==> config.mk <==
export PLATFORM = sky130hd
export DESIGN_NAME = score_keeper
export DESIGN_NICKNAME = d
export VERILOG_FILES = /design/src/rtl/flappy_pkg.sv /design/src/rtl/bcd_counter.sv /design/src/rtl/score_keeper.sv
export SDC_FILE = /design/constraint.sdc
export NUM_CORES = 1
export LEC_CHECK = 0
export ABC_AREA = 1
export CAP_MARGIN = 20
export CORE_MARGIN = 2
export CORE_UTILIZATION = 31
export CTS_BUF_LIST = sky130_fd_sc_hd__clkbuf_4
export CTS_CLUSTER_DIAMETER = 200
export DETAILED_ROUTE_END_ITERATION = 8
export SYNTH_ARGS = -nofsm -noshare
export SYNTH_HDL_FRONTEND = slang
export SYNTH_SLANG_ARGS = --single-unit
==> constraint.sdc <==
create_clock -name dot_clk -period 1.5 [get_ports dot_clk]
set_input_delay 0.375 -clock dot_clk [delete_from_list [all_inputs] [get_ports dot_clk]]
set_output_delay 0.375 -clock dot_clk [all_outputs]
set_load 0.02 [all_outputs]
==> src/rtl/flappy_pkg.sv <==
// Shared definitions for the flappy_dot game blocks.
// Contents:
//   state_t         - game session state
//   BCD_W           - width of one BCD digit
//   *_DEF constants - default column geometry used by score_keeper
package flappy_pkg;

    typedef enum logic [1:0] {
        ST_IDLE = 2'd0,
        ST_PLAY = 2'd1,
        ST_OVER = 2'd2
    } state_t;

    localparam int unsigned BCD_W           = 4;

    localparam int unsigned COL_BASE_DEF    = 32;
    localparam int unsigned COL_PITCH_DEF   = 32;
    localparam int unsigned PASS_OFFSET_DEF = 2;

endpackage

==> src/rtl/bcd_counter.sv <==
// Saturating multi-digit BCD counter.
// Ports:
//   dot_clk   - clock, rising edge
//   reset     - synchronous active-high, clears value
//   clear     - synchronous clear
//   inc       - add one (ignored once every digit is 9)
//   value     - BCD count, digit 0 in bits [3:0]
//   saturated - high while every digit is 9
module bcd_counter
    import flappy_pkg::*;
#(
    parameter int unsigned DIGITS = 3
) (
    input  logic                      dot_clk,
    input  logic                      reset,
    input  logic                      clear,
    input  logic                      inc,
    output logic [BCD_W*DIGITS-1:0]   value,
    output logic                      saturated
);

    logic [BCD_W*DIGITS-1:0] value_inc;
    logic                    carry;

    always_comb begin
        saturated = 1'b1;
        for (int unsigned d = 0; d < DIGITS; d++) begin
            if (value[d*BCD_W +: BCD_W] != 4'd9) begin
                saturated = 1'b0;
            end
        end
    end

    // Ripple a carry from digit 0 upward; a digit at 9 wraps to 0.
    always_comb begin
        value_inc = value;
        carry     = 1'b1;
        for (int unsigned d = 0; d < DIGITS; d++) begin
            if (carry) begin
                if (value[d*BCD_W +: BCD_W] == 4'd9) begin
                    value_inc[d*BCD_W +: BCD_W] = 4'd0;
                end else begin
                    value_inc[d*BCD_W +: BCD_W] = value[d*BCD_W +: BCD_W] + 4'd1;
                    carry = 1'b0;
                end
            end
        end
    end

    always_ff @(posedge dot_clk) begin
        if (reset || clear) begin
            value <= '0;
        end else if (inc && !saturated) begin
            value <= value_inc;
        end
    end

endmodule

==> src/rtl/score_keeper.sv <==
// Game session tracker for flappy_dot: IDLE/PLAY/OVER state, column-pass
// detection, saturating BCD score and high score.
// Ports:
//   dot_clk      - game clock, rising edge
//   reset        - synchronous active-high, clears everything incl. high score
//   dot_x        - current dot x position
//   dot_collided - level, dot has hit an obstacle
//   game_start   - single-cycle request to begin a new game
//   score_bcd    - current score (BCD, digit 0 in [3:0])
//   high_bcd     - best score since reset (BCD)
//   playing      - high while in PLAY
//   game_over    - high while in OVER
//   score_pulse  - one-cycle pulse per counted pass
//   new_high     - one-cycle pulse when high_bcd is updated
module score_keeper
    import flappy_pkg::*;
#(
    parameter int unsigned X_W         = 8,
    parameter int unsigned NUM_COLS    = 4,
    parameter int unsigned COL_BASE    = COL_BASE_DEF,
    parameter int unsigned COL_PITCH   = COL_PITCH_DEF,
    parameter int unsigned PASS_OFFSET = PASS_OFFSET_DEF,
    parameter int unsigned DIGITS      = 3
) (
    input  logic                     dot_clk,
    input  logic                     reset,
    input  logic [X_W-1:0]           dot_x,
    input  logic                     dot_collided,
    input  logic                     game_start,
    output logic [BCD_W*DIGITS-1:0]  score_bcd,
    output logic [BCD_W*DIGITS-1:0]  high_bcd,
    output logic                     playing,
    output logic                     game_over,
    output logic                     score_pulse,
    output logic                     new_high
);

    state_t         state, state_next;
    logic [X_W-1:0] prev_x;
    logic           col_match;
    logic           pass_hit;
    logic           score_clear;
    logic           score_inc;
    logic           score_sat;
    logic           take_high;

    // Pass position of column i, wrapped to X_W bits.
    function automatic logic [X_W-1:0] pass_x(input int unsigned i);
        return X_W'(COL_BASE + i * COL_PITCH + PASS_OFFSET);
    endfunction

    always_comb begin
        col_match = 1'b0;
        for (int unsigned i = 0; i < NUM_COLS; i++) begin
            if (dot_x == pass_x(i)) begin
                col_match = 1'b1;
            end
        end
    end

    // A stationary dot on a pass position counts only once.
    assign pass_hit = col_match && (dot_x != prev_x);

    bcd_counter #(
        .DIGITS (DIGITS)
    ) u_score (
        .dot_clk   (dot_clk),
        .reset     (reset),
        .clear     (score_clear),
        .inc       (score_inc && !score_sat),
        .value     (score_bcd),
        .saturated (score_sat)
    );

    always_ff @(posedge dot_clk) begin
        if (reset) begin
            state <= ST_IDLE;
        end else begin
            state <= state_next;
        end
    end

    always_comb begin
        state_next  = state;
        score_clear = 1'b0;
        score_inc   = 1'b0;
        take_high   = 1'b0;
        case (state)
            ST_IDLE: begin
                if (game_start) begin
                    state_next  = ST_PLAY;
                    score_clear = 1'b1;
                end
            end
            ST_PLAY: begin
                if (dot_collided) begin
                    state_next = ST_OVER;
                    // BCD digits are ordered, so a binary compare is a magnitude compare.
                    take_high  = (score_bcd > high_bcd);
                end else if (pass_hit) begin
                    score_inc = 1'b1;
                end
            end
            ST_OVER: begin
                if (game_start) begin
                    state_next  = ST_PLAY;
                    score_clear = 1'b1;
                end
            end
            default: state_next = ST_IDLE;
        endcase
    end

    always_ff @(posedge dot_clk) begin
        if (reset) begin
            prev_x      <= '0;
            high_bcd    <= '0;
            playing     <= 1'b0;
            game_over   <= 1'b0;
            score_pulse <= 1'b0;
            new_high    <= 1'b0;
        end else begin
            prev_x      <= dot_x;
            if (take_high) begin
                high_bcd <= score_bcd;
            end
            playing     <= (state_next == ST_PLAY);
            game_over   <= (state_next == ST_OVER);
            score_pulse <= score_inc;
            new_high    <= take_high;
        end
    end

endmodule

# Word-level counts from Yosys, hierarchy flattened

Cells that the tools add are included.

$lt $le $gt $ge: 1
Reduce and logical (&&, ||, !) cells: 9
Add/sub/neg operators: 3
Multiplexer cells: 23
Eq/ne operators: 15

Operator list:

| kind                                           | number |
|---|---|
| 2-to-1 mux 1 bit                               | 17 |
| == test 8 x 7 -> 1 bit (second input constant) | 2 |
| adder 4 x 1 -> 4 bit (second input constant)   | 3 |
| == test 4 bit (second input constant)          | 3 |
| > comparator 12 bit                            | 1 |
| 2-to-1 mux 4 bit                               | 3 |
| inequality test 4 bit (second input constant)  | 3 |
| == test 8 x 6 -> 1 bit (second input constant) | 1 |
| == test 8 bit (second input constant)          | 1 |
| inequality test 8 bit                          | 1 |
| == test 2 x 1 -> 1 bit (second input constant) | 2 |
| == test 2 bit (second input constant)          | 2 |
| 2-to-1 mux 2 bit                               | 2 |
| one-hot mux 2 bit (2 select lines)             | 1 |
| AND reduction 2 bit                            | 2 |
| logical AND 1 bit                              | 3 |
| zero test 2 bit                                | 1 |
| OR reduction 2 bit                             | 1 |
| zero test 1 bit                                | 1 |
| logical OR 1 bit                               | 1 |

Word-level logic and storage cells: 61
Bits of input ports: 12
Output and inout bits: 28
Register bits after elaboration: 38

# Depth between registers and ports, before layout

Depth in word-level cells: 12
Depth in mapped cells: 12

# By module

Synthesis repeated with hierarchy kept, for this count alone.

Cells, all modules: 311
Area total of the unflattened synthesis: 2264.7 um^2

Modules (own cells, without submodules):

| module       | times used | area each (um^2) | cells an instance | seq. area each (um^2) |
|---|---|---|---|---|
| score_keeper | 1          | 1561.5           | 200               | 520.5 |
| bcd_counter  | 1          | 703.2            | 111               | 240.2 |

# Worst setup path before layout

Ideal clock, no wire load.

Kind: flip-flop to flip-flop
Start: register high_bcd[11]
End: register high_bcd[7]
Slack: -0.246 ns
Library setup time: 0.120 ns
Period minus slack after synthesis: 1.746 ns
Buffers on the path: 1
Arrival time: 1.626 ns
Stages on the path, launching flop included: 13
Cell sequence: dfxtp_1 > inv_1 > ha_1 > nand2_1 > nor2_1 > nand2b_1 > inv_1 > nand2_1 > nand3_1 > nand2_2 > buf_4 > o21ai_0 > a21oi_1

Longest elaborated chain between the ends: 3

RTL lines:

| item                   | RTL line            | text |
|---|---|---|
| start, declared        | score_keeper.sv:31  | `output logic [BCD_W*DIGITS-1:0] high_bcd,` |
| start signal, assigned | score_keeper.sv:125 | `high_bcd <= score_bcd;` |
| > comparator 12 bit    | score_keeper.sv:99  | `take_high = (score_bcd > high_bcd);` |
| 2-to-1 mux 1 bit       | score_keeper.sv:96  | `if (dot_collided) begin` |
| 2-to-1 mux 1 bit       | score_keeper.sv:88  | `case (state)` |

Every way passes these cells.
A chain may end at the register's enable or synchronous reset.

# Final worst setup path

Start: register high_bcd[7]
End: register high_bcd[6]

The elaborated chain is that of the path after synthesis.

==> flow_metrics.py <==
metrics = {
    "clock_network": {
        "h-tree-depth": 2,
        "cts.sinks": 38,
        "cts_tree": "done",
        "clock_latency_ns": 0.34,
        "hold_buffers": 0,
        "ctsRootBufferMaster": "clkbuf_4",
        "clock_path_buffers": 2,
        "clkTransAtPathRegs_ns": 0.12,
        "numCtsBuffers": 5,
    },
    "placement": {
        "hpwl_um": 3820,
        "place.port_buffers": 39,
        "gp_congestion": 0.823,
    },
    "floorplan": {
        "core_mm2": 0.00599,
        "die_y_um": 83.1,
        "fp-row-count": 28,
        "die_x_um": 83.1,
        "io_pins": 40,
        "die_area_mm2": 0.00691,
        "initial_core_util_pct": 32.4,
    },
    "synthesis": {
        "postSynthRegisterBits": 38,
        "synth-seq-area-share_pct": 39.2,
        "syn_nets": 295,
        "synth_cell_types": 28,
        "synth_cells": 271,
        "avgSynthCellArea_um2": 7.17,
        "synth_area_mm2": 0.00194,
        "ys_warn_count": 0,
    },
    "sta": {
        "slew_headroom_pct": 83.0,
        "tns_ns": -2.51,
        "slew_viol_final": 0,
        "finalHoldViolations": 0,
        "period_needed_ns": 1.72,
        "period_share_pct": 115,
        "max_freq_mhz": 580,
        "finClkSkew_ns": 0.00963,
        "whs_ns": 0.434,
        "setup_slack_ns": -0.223,
        "tightest_slew_ns": 0.254,
        "rsz0062_at_grt": "yes",
        "setup_violations": 13,
    },
    "grt": {
        "overflow": 0,
        "grt_pass1_wl_um": 8340,
        "grt_usage_pct": 14.8,
        "grt_max_degree": 19,
        "grt_pass1_vias": 1851,
        "antenna_found_initial": 0,
    },
    "cells_and_area": {
        "layout_common_cells": "40 x nand2_1, 40 x buf_4, 32 x inv_1, 29 x a21oi_1, 20 x dlygate4sd2_1",
        "n_antenna_cell": 0,
        "layout-drive-gt1-share_pct": 42.3,
        "syn2layout_area_growth_pct": 60.2,
        "num-nets-final": 386,
        "fin_util_pct": 51.9,
    },
    "power_and_ir_drop": {
        "power.leakage_nw": 1.45,
        "p_total_mw": 3.81,
        "power_density_mw_per_mm2": 1220,
        "ir_worst_vdd_v": 0.00101,
    },
    "critical_path": {
        "r2r_slack_ns": -0.22,
        "worstPathMaxFanout": 4,
        "endpoint": "high_bcd[6]",
        "slowest_stage": "dfxtp_4",
        "reg2reg_to": "high_bcd[6]",
        "r2r.worst_path.cells": 10,
        "cp_cell_sequence": "inv_1, ha_4, nand2_1, o21ai_0, nand2_1, nand3_4, nand2_8, clkbuf_16, o21ai_1, a21oi_1",
        "worst_setup_path_end_kind": "flop",
        "startpoint": "high_bcd[7]",
        "path_common_cell": "nand2_1",
        "r2r_start": "high_bcd[7]",
        "max_stage_delay_ns": 0.36,
        "crit_type": "flop to flop",
        "cp.required_ns": 1.75,
        "cp-start-kind": "flop",
        "cp.arrival_ns": 1.97,
    },
    "status": {
        "failed_checks": "setup timing",
        "outcome": "finished with violations",
    },
    "route": {
        "drc": 0,
        "antenna_left": 0,
        "firstDrtPassIters": 4,
        "wl_um": 5410,
        "viasPerCell": 4.65,
        "wl_per_cell_um": 12.4,
        "vias": 2032,
        "first_iter_violations": 97,
    },
    "job": {
        "maxCapViolCount": 0,
    },
    "min_path": {
        "min_path_type": "input pin to flop",
    },
}
-- cell type report --
| cell class | instances | area, um2 |
|---|---|---|
| timing repair buffer | 88 | 743 |
| multi-input combinational | 182 | 1230 |
| clock inverter | 1 | 3.75 |
| clock buffer | 6 | 45.0 |
| sequential | 38 | 808 |
| inverter | 47 | 186 |
| tap | 75 | 93.8 |
| fill | 590 | 2880 |
-- power by group --
group          leakage, nW  internal [mW]  total, mW  switching [mW]
Clock               0.0292          0.189      0.535           0.346
Combinational         1.09           1.03       2.04            1.02
Sequential           0.323           1.17       1.23          0.0603
Total                 1.45           2.38       3.81            1.42
-- sequential cells by signal, indices dropped and copies added (netlist names) --
signal,count
high_bcd,12
u_score.value,12
prev_x,8
state,2
game_over,1
new_high,1
playing,1
score_pulse,1
-- worst min path at each step --
| stage | startpoint | to | slack, ns | depth (start not counted) |
|---|---|---|---|---|
| finish | dot_x[2] | prev_x[2] | 0.43 | 3 |
| floorplan | reset | high_bcd[0] | 0.44 | 1 |
| global placement | high_bcd[2] | high_bcd[2] | 0.46 | 2 |
| CTS | dot_x[2] | prev_x[2] | 0.41 | 3 |
| detailed placement | high_bcd[1] | high_bcd[1] | 0.47 | 2 |
| global route | dot_x[3] | prev_x[3] | 0.41 | 3 |
-- Yosys cell counts (all sizes together) --
cell    number  area share, %
o21a         2           0.77
nand2b       1           0.32
nor3         4            1.0
nand2       49            9.9
nand4        3           0.97
or2          1           0.32
nor2        29            6.6
a21oi       32            8.4
inv         47            9.1
nand3       19            5.7
dfxtp       38             39
a31oi        1           0.32
and2         1           0.32
and3         1           0.39
ha          12            7.7
buf          2           0.64
xor2         2           0.90
xnor2        3            1.4
o21ai       22            5.7
clkbuf       2           0.39
-- logic make-up (layout without fill, tap and decap cells) --
family | Yosys count | count (layout) | share of synthesized area, %
xor+xnor | 5 | 5 | 2.26
compound gates | 57 | 57 | 15.2
simple gates | 108 | 108 | 25.5
buf+inv | 51 | 142 | 10.1
fa+ha+maj | 12 | 12 | 7.73
flops | 38 | 38 | 39.2
-- metal layers --
layer / global-route usage, % / vias to the layer above / part of all wire, %
met1: 19.5 / 915 / 44
met3: 3.38 / 10 / 5.2
met5: 0 / - / 0
li1: - / 1058 / -
met2: 23.8 / 49 / 49
met4: 4.92 / 0 / 2.0
-- critical path, delay by kind of cell, from the launching register on --
kind                     cells  cell delay (ns)
AO/OA/AOI/OAI                3             0.37
buffers and inverters        2             0.22
flip-flops                   1             0.36
AND/OR/NAND/NOR              4             0.40
adder cells (fa/ha/maj)      1             0.28
-- what timing repair did --
item / CTS / global route
cloned: 0 / 2
setup endpoints to repair: 53 / 36
gates resized for setup: 78 / 62
buffers inserted: 1 / 6
pin swaps: 11 / 13
-- stage by stage --
| stage | setup WS (ns) | cells | instance area, um2 |
|---|---|---|---|
| finish | -0.223 | 437 | 3110 |
| floorplan | -0.0652 | 271 | 2060 |
| detailed placement | -0.509 | 421 | 2830 |
| global placement | -0.506 | 421 | 2830 |
| CTS | -0.179 | 429 | 2920 |
| global route | -0.368 | 437 | 3110 |
Power figures use the tool's default switching activity.
